## src/rtl/gayle_xfer_ctrl.sv

```systemverilog
// gayle_xfer_ctrl: sector transfer sequencer between CPU data register, host service side and a sector FIFO.
module gayle_xfer_ctrl (
    input  logic       clk,
    input  logic       reset,
    input  logic       i_clk7_en,
    input  logic       i_cmd_start,
    input  logic       i_cmd_dir,
    input  logic [7:0] i_cmd_count,
    input  logic       i_abort,
    input  logic       i_irq_ack,
    input  logic       i_cpu_rd,
    input  logic       i_cpu_wr,
    input  logic       i_hps_rd,
    input  logic       i_hps_wr,
    input  logic       i_fifo_full,
    input  logic       i_fifo_empty,
    input  logic       i_fifo_last,
    output logic       o_fifo_rd,
    output logic       o_fifo_wr,
    output logic       o_fifo_reset,
    output logic       o_drq,
    output logic       o_hps_req,
    output logic       o_busy,
    output logic       o_irq,
    output logic [8:0] o_sectors_left
);
    typedef enum logic [2:0] {S_IDLE, S_RD_WAIT, S_RD_XFER, S_WR_XFER, S_WR_DRAIN, S_DONE} state_t;

    state_t     r_state, w_next;
    logic [8:0] r_left, w_left, w_dec;
    logic [7:0] r_wcnt, w_wcnt;
    logic       r_irq, w_irq, r_fres, w_fres;
    logic       w_unused;

    assign w_unused = i_fifo_empty;
    // Saturating decrement so the sector count can never wrap below zero.
    assign w_dec = (r_left == 9'd0) ? 9'd0 : r_left - 9'd1;

    always_comb begin
        w_next = r_state;
        w_left = r_left;
        w_wcnt = r_wcnt;
        w_irq  = r_irq & ~i_irq_ack;
        w_fres = 1'b0;
        case (r_state)
            S_IDLE: if (i_cmd_start) begin
                w_left = (i_cmd_count == 8'd0) ? 9'd256 : {1'b0, i_cmd_count};
                w_fres = 1'b1;
                w_irq  = 1'b0;
                w_wcnt = 8'd0;
                w_next = i_cmd_dir ? S_WR_XFER : S_RD_WAIT;
            end
            S_RD_WAIT: if (i_fifo_full) begin
                w_next = S_RD_XFER;
                w_irq  = 1'b1;
            end
            S_RD_XFER: if (i_cpu_rd && i_fifo_last) begin
                w_left = w_dec;
                w_next = (w_dec == 9'd0) ? S_DONE : S_RD_WAIT;
            end
            S_WR_XFER: if (i_cpu_wr) begin
                w_wcnt = r_wcnt + 8'd1;
                w_next = (r_wcnt == 8'hff) ? S_WR_DRAIN : S_WR_XFER;
            end
            S_WR_DRAIN: if (i_hps_rd && i_fifo_last) begin
                w_left = w_dec;
                w_wcnt = 8'd0;
                w_next = (w_dec == 9'd0) ? S_DONE : S_WR_XFER;
                w_irq  = (w_dec == 9'd0) ? w_irq : 1'b1;
            end
            S_DONE: begin
                w_irq  = 1'b1;
                w_next = S_IDLE;
            end
            default: w_next = S_IDLE;
        endcase
        // Abort overrides whatever the state decided this cycle, but leaves irq alone.
        if (i_abort && r_state != S_IDLE) begin
            w_next = S_IDLE;
            w_left = 9'd0;
            w_wcnt = 8'd0;
            w_fres = 1'b1;
            w_irq  = r_irq & ~i_irq_ack;
        end
    end

    always_ff @(posedge clk) begin
        if (i_clk7_en) begin
            if (reset) begin
                r_state <= S_IDLE;
                r_left  <= 9'd0;
                r_wcnt  <= 8'd0;
                r_irq   <= 1'b0;
                r_fres  <= 1'b1;
            end else begin
                r_state <= w_next;
                r_left  <= w_left;
                r_wcnt  <= w_wcnt;
                r_irq   <= w_irq;
                r_fres  <= w_fres;
            end
        end
    end

    assign o_busy         = (r_state != S_IDLE);
    assign o_drq          = (r_state == S_RD_XFER) || (r_state == S_WR_XFER);
    assign o_hps_req      = (r_state == S_RD_WAIT) || (r_state == S_WR_DRAIN);
    assign o_fifo_wr      = (((r_state == S_RD_WAIT) || (r_state == S_RD_XFER)) && i_hps_wr) ||
                            ((r_state == S_WR_XFER) && i_cpu_wr);
    assign o_fifo_rd      = ((r_state == S_RD_XFER) && i_cpu_rd) || ((r_state == S_WR_DRAIN) && i_hps_rd);
    assign o_fifo_reset   = r_fres;
    assign o_irq          = r_irq;
    assign o_sectors_left = r_left;
endmodule

```

## config.mk

```make
export PLATFORM = sky130hd
export DESIGN_NAME = gayle_xfer_ctrl
export DESIGN_NICKNAME = d
export VERILOG_FILES = /design/src/rtl/gayle_xfer_ctrl.sv
export SDC_FILE = /design/constraint.sdc
export NUM_CORES = 1
export LEC_CHECK = 0
export ABC_CLOCK_PERIOD_IN_PS = 2000
export CAP_MARGIN = 20
export CELL_PAD_IN_SITES_DETAIL_PLACEMENT = 2
export CELL_PAD_IN_SITES_GLOBAL_PLACEMENT = 2
export CORE_MARGIN = 4
export CORE_UTILIZATION = 27
export CTS_BUF_LIST = sky130_fd_sc_hd__clkbuf_4
export DETAILED_ROUTE_END_ITERATION = 7
export PLACE_DENSITY_LB_ADDON = 0.05
export RECOVER_POWER = 100
export SKIP_LAST_GASP = 1
export SLEW_MARGIN = 20
export SYNTH_ARGS = -nofsm -noshare
export SYNTH_HDL_FRONTEND = slang
export SYNTH_SLANG_ARGS = --single-unit
```

## constraint.sdc

```tcl
create_clock -name clk -period 2 [get_ports clk]
set_input_delay 0.4 -clock clk [delete_from_list [all_inputs] [get_ports clk]]
set_output_delay 0.4 -clock clk [all_outputs]
set_load 0.005 [all_outputs]
```

Yosys cells after proc, flatten, opt, wreduce, memory -nomap -nowiden
Index checks and enable logic that the tools add are counted.
{ "op_classes": {"addsub": 2, "n_mul": 0, "n_div": 0, "magnitude_cmp": 0, "eq_ne": 11, "n_shift": 0, "muxes": 28, "bitwise": 2, "reduce_logical": 23} }
{ "op_table": {"columns": ["op", "count"], "rows": [
  ["$mux W9", 5],
  ["$pmux W9 S3", 1],
  ["$mux W3", 8],
  ["$mux W8", 3],
  ["$pmux W8 S3", 1],
  ["$ne A4 B4 Y1 const B", 5],
  ["$logic_not A9 Y1", 2],
  ["$pmux W3 S5", 1],
  ["$reduce_and A5 Y1", 2],
  ["$reduce_bool A5 Y1", 2],
  ["$sub A9 B1 Y9 const B", 1],
  ["$add A8 B1 Y8 const B", 1],
  ["$eq A8 B8 Y1 const B", 1],
  ["$logic_not A8 Y1", 1],
  ["$logic_and A1 B1 Y1", 7],
  ["$mux W1", 7],
  ["$eq A3 B2 Y1 const B", 2],
  ["$eq A3 B3 Y1 const B", 2],
  ["$reduce_and A6 Y1", 1],
  ["$logic_or A1 B1 Y1", 5],
  ["$pmux W1 S4", 1],
  ["$eq A3 B1 Y1 const B", 1],
  ["$logic_not A3 Y1", 1],
  ["$reduce_bool A3 Y1", 1],
  ["other kinds (4)", 4]
]} }
{ "totals": {"regBits": 22, "latchBits": 0, "ramBits": 0, "romBits": 0, "input_bits": 22, "out_inout_bits": 16, "wordCells": 71, "memories": 0} }

Longest topological paths before layout
{ "logic_depth": {"depth_word": 7, "ltp_mapped": 7, "mapped_depth_nobuf": 7} }

Worst setup path after synthesis
No wires, ideal clock.
{ "synth_path": {"kind": "register to register", "startpoint": "register r_left[2] (netlist: o_sectors_left[2])", "endpoint": "register r_state[1], data pin", "setup_time_ns": 0.256, "t_arrival_ns": 1.673, "t_required_ns": 1.744, "path_slack_ns": 0.071, "stages_incl_launch_ff": 6, "n_path_buf": 0, "synth_period_minus_slack_ns": 1.929, "cell_sequence": "edfxtp_1 > or3_1 > nor3_2 > mux2i_1 > nand3_1 > a41o_1"} }
{ "synth_via": {"elab_chain_cells": 6, "word_cells_on_any_way": 7, "cone_classes": "add/sub: 1; mux: 4; reduce/logical: 2"} }
{ "synth_lines": {"columns": ["element", "line", "text"], "rows": [
  ["from (decl)", "30", "logic [8:0] r_left, w_left, w_dec;"],
  ["from (signal assigned)", "97", "r_left <= w_left;"],
  ["$sub A9 B1 Y9 / $logic_not A9 Y1 (equally long branches)", "37", "assign w_dec = (r_left == 9'd0) ? 9'd0 : r_left - 9'd1;"],
  ["$mux W9 (*)", "37", null],
  ["$logic_not A9 Y1 (*)", "68", "w_next = (w_dec == 9'd0) ? S_DONE : S_WR_XFER;"],
  ["$mux W3 (*)", "68", null],
  ["$mux W3 (*)", "65", "S_WR_DRAIN: if (i_hps_rd && i_fifo_last) begin"],
  ["$pmux W3 S5 (*)", "45", "case (r_state)"],
  ["to (signal assigned)", "96", "r_state <= w_next;"],
  ["to (decl)", "29", "state_t r_state, w_next;"]
]} }
Mark *: on every way between the ends. The rest lies on a longest branch, timed or not. The select of a mux whose other input is x is not followed.
A chain may end at the register's enable or synchronous reset.

Worst setup path in the final report
{ "layout_path": {"startpoint": "register r_left[2] (netlist: o_sectors_left[2])", "endpoint": "register r_left[0] (netlist: o_sectors_left[0]), data pin"} }
{ "layout_via": {"elab_chain_cells": 4, "word_cells_on_any_way": 5, "cone_classes": "mux: 4; reduce/logical: 1"} }
{ "layout_lines": {"columns": ["element", "line"], "rows": [
  ["$logic_not A9 Y1 (*)", "37"],
  ["$mux W9 (*)", "37"],
  ["$mux W9 (on tied branches)", "65, 57"],
  ["$pmux W9 S3 (*)", "45"]
]} }
Marked as above.

==> impl_metrics.csv <==
group,metric,value,unit
global_route,grt_first_pass_wirelength,9640,um
critical_path,reg2reg_slack,-30,ps
detailed_routing,ant_nets,0,
global_route,grt.overflow.total,0,
global_route,grt_max_degree,17,
floorplan,die-area,0.00696,sq mm
clock_tree,cts_max_level,1,
flow_run,max_cap_viol_count,0,
clock_tree,cts-buffers-inserted,3,
yosys,post_synth_inst_count,168,
sta,fin_crit,2030,ps
floorplan,ioPinCount,38,
cells_and_area,stdcell_area,0.00269,sq mm
clock_tree,cts-root-buf,"clkbuf_4",
critical_path,cp_data_arrival_time,2110,ps
power,peakVddDrop,0.000391,V
clock_tree,hold_buffers,0,
placement,io_buffers,36,
placement,dpl-instance-area,0.00227,sq mm
sta,grt_setup_unrepaired,"true",
yosys,synth.top_cell.area_share,0.430,
detailed_routing,avgRoutedWirePerCell,20.8,um
min_path,hold_class,"reg2reg",
global_route,grt_pass1_vias,1778,
floorplan,num_rows,27,
run_status,run_status,"finished, violations left",
sta,worstMarginPinSlew,489,ps
global_route,grt.total_usage,0.173,
cells_and_area,drive_gt1_frac,0.410,
clock_tree,clockBufferDepth,2,
clock_tree,clkSinkCount,22,
yosys,synth_area_leader_cell,"edfxtp_1",
sta,slew_headroom,0.671,
cells_and_area,nNetsFinal,286,
power,power_density,574,mW/mm^2
floorplan,die_h,83.4,um
global_route,antenna_found_initial,0,
detailed_routing,routed_wl,6910,um
sta,setup_ws,-26.6,ps
yosys,avgSynthCellArea,9.14,sq um
yosys,yosysUniqueCellTypes,45,
yosys,synth_warnings,0,
power,p_leak,1.06,nW
placement,gp_congestion,0.838,
yosys,synth-edff-count,22,
detailed_routing,num_vias,1695,
sta,fmax,493,MHz
yosys,syn_nets,192,
sta,hold_viol,0,
placement,hpwlAfterDp,4330,um
detailed_routing,vias_per_cell,5.09,
critical_path,crit_path_end_kind,"flip-flop",
critical_path,crit_fanout,7,
detailed_routing,drc,0,
yosys,ys.flop_type,"edfxtp_1",
critical_path,crit_type,"reg2reg",
yosys,async_flop_share,0,
critical_path,startpoint_type,"flip-flop",
cells_and_area,num_antenna_cells,0,
sta,finalCritPeriodShare,1.01,
detailed_routing,drtIter0Drc,67,
detailed_routing,firstDrtPassIters,4,
clock_tree,cts_tree,"built",
clock_tree,path_clk_slew,140,ps
power,p_total,0.00154,W
yosys,yosysSeqAreaShare,0.430,
floorplan,die_w,83.4,um
clock_tree,clock_latency,330,ps
yosys,synthesis.area,0.00154,sq mm
floorplan,start_util,0.279,
cells_and_area,area_delta_synth_final,75.2,%
sta,setup_viol,4,
yosys,ys_top_cells_by_area,"edfxtp_1, nor2_1, a21oi_1",
run_status,violations,"setup timing",
sta,finClkSkew,5.56,ps
cells_and_area,nFillCells,576,
floorplan,core_area,0.00551,sq mm
critical_path,worst_ep_required_time,2080,ps
yosys,synth-seq-cells,22,
sta,report.final.slew_viol_count,0,
layout make-up:
class                   instances  area, sq um  share of cell area
well taps                      72         90.1              0.0335
clock buffers                   3         22.5             0.00837
clock inverters                 1         30.0              0.0112
multi-input cells             134         1050               0.392
inverters                       6         25.0             0.00930
repair buffers                 95          808               0.300
flip-flops and latches         22          661               0.246
per-layer routing:
metal  wire [um]  vias up  GRT usage
met5           0        -          0
met4          93        0     0.0312
met3         207        8     0.0278
met2        3570       31      0.305
met1        3040      853      0.223
li1            -      803          -
repair_timing:
| action | 4_1_cts | 5_1_grt |
|---|---|---|
| setup endpoints to repair | 26 | 34 |
| pin swaps | 5 | 23 |
| resized for setup | 22 | 55 |
| buffers inserted | 11 | 10 |
path summary, 6_finish.rpt:
check	from	to	depth (start not counted)
setup / recovery	o_sectors_left[2]	o_sectors_left[0]	8
hold / removal	r_wcnt[0]	r_wcnt[0]	1
setup reg to reg	o_sectors_left[2]	o_sectors_left[0]	8
hold reg to reg	r_wcnt[0]	r_wcnt[0]	1
logic make-up (layout without fill, tap and decap cells):
kind of cell	Yosys count	after routing	share of synthesized area
compound gates	36	36	0.164
mux	3	3	0.0204
buf+inv	12	105	0.0302
xor+xnor	11	11	0.0628
simple gates	82	82	0.276
fa+ha+maj	2	2	0.0163
flops	22	22	0.430
cells in the final DEF (no fill, tap or decap), drive strengths merged, types with 4 or more instances in the layout:
master / instances
a21o: 4
a21oi: 11
a22oi: 4
buf: 55
clkbuf: 12
clkdlybuf4s50: 22
dlygate4sd3: 9
edfxtp: 22
inv: 6
nand2: 11
nand2b: 7
nand3: 5
nor2: 30
nor2b: 6
nor3: 5
or3: 4
xnor2: 5
xor2: 6
worst max-delay path, cell delays in order, from the launching register on:
cell,delay (ps)
edfxtp_1,430
clkbuf_2,200
nor4b_4,330
buf_4,170
buf_4,100
and3_4,210
nor2_4,60
a22oi_1,190
nor2_1,90
cells in the mapped netlist, types with 2 or more instances:
master	count
a2111oi_0	2
a211oi_1	2
a21o_1	4
a21oi_1	11
a22oi_1	4
a311oi_1	2
and3_1	3
clkbuf_1	5
edfxtp_1	22
ha_1	2
inv_1	5
mux2i_1	2
nand2_1	11
nand2b_1	7
nand3_1	5
nand4_1	2
nor2_1	29
nor2b_1	5
nor3_1	4
nor4_1	2
o21a_1	3
or3_1	4
xnor2_1	5
xor2_1	6
power breakdown:
group	internal [W]	total [W]	switching [W]	leakage, nW
logic	0.000311	0.000601	0.000289	0.810
registers	0.000550	0.000581	0.0000315	0.220
clock network	0.000203	0.000361	0.000158	0.0279
total	0.00106	0.00154	0.000479	1.06
stage by stage:
| stage | std cells | util | TNS (ps) | setup slack [ps] | hold WS [ps] |
|---|---|---|---|---|---|
| floorplan | 168 | - | 0 | 70.8 | 512 |
| global placement | 310 | 0.413 | -4960 | -316 | 595 |
| detailed placement | 310 | 0.413 | -6400 | -391 | 619 |
| CTS | 325 | 0.447 | -964 | -109 | 640 |
| global route | 333 | 0.489 | -1780 | -142 | 671 |
| finish | 333 | 0.489 | -63.3 | -26.6 | 631 |
state kept, by name, summed over array words and instances, names as in the netlist:
name / cells
o_fifo_reset: 1
o_irq: 1
o_sectors_left: 9
r_state: 3
r_wcnt: 8
Note: power is estimated with default switching activity, not from simulation.
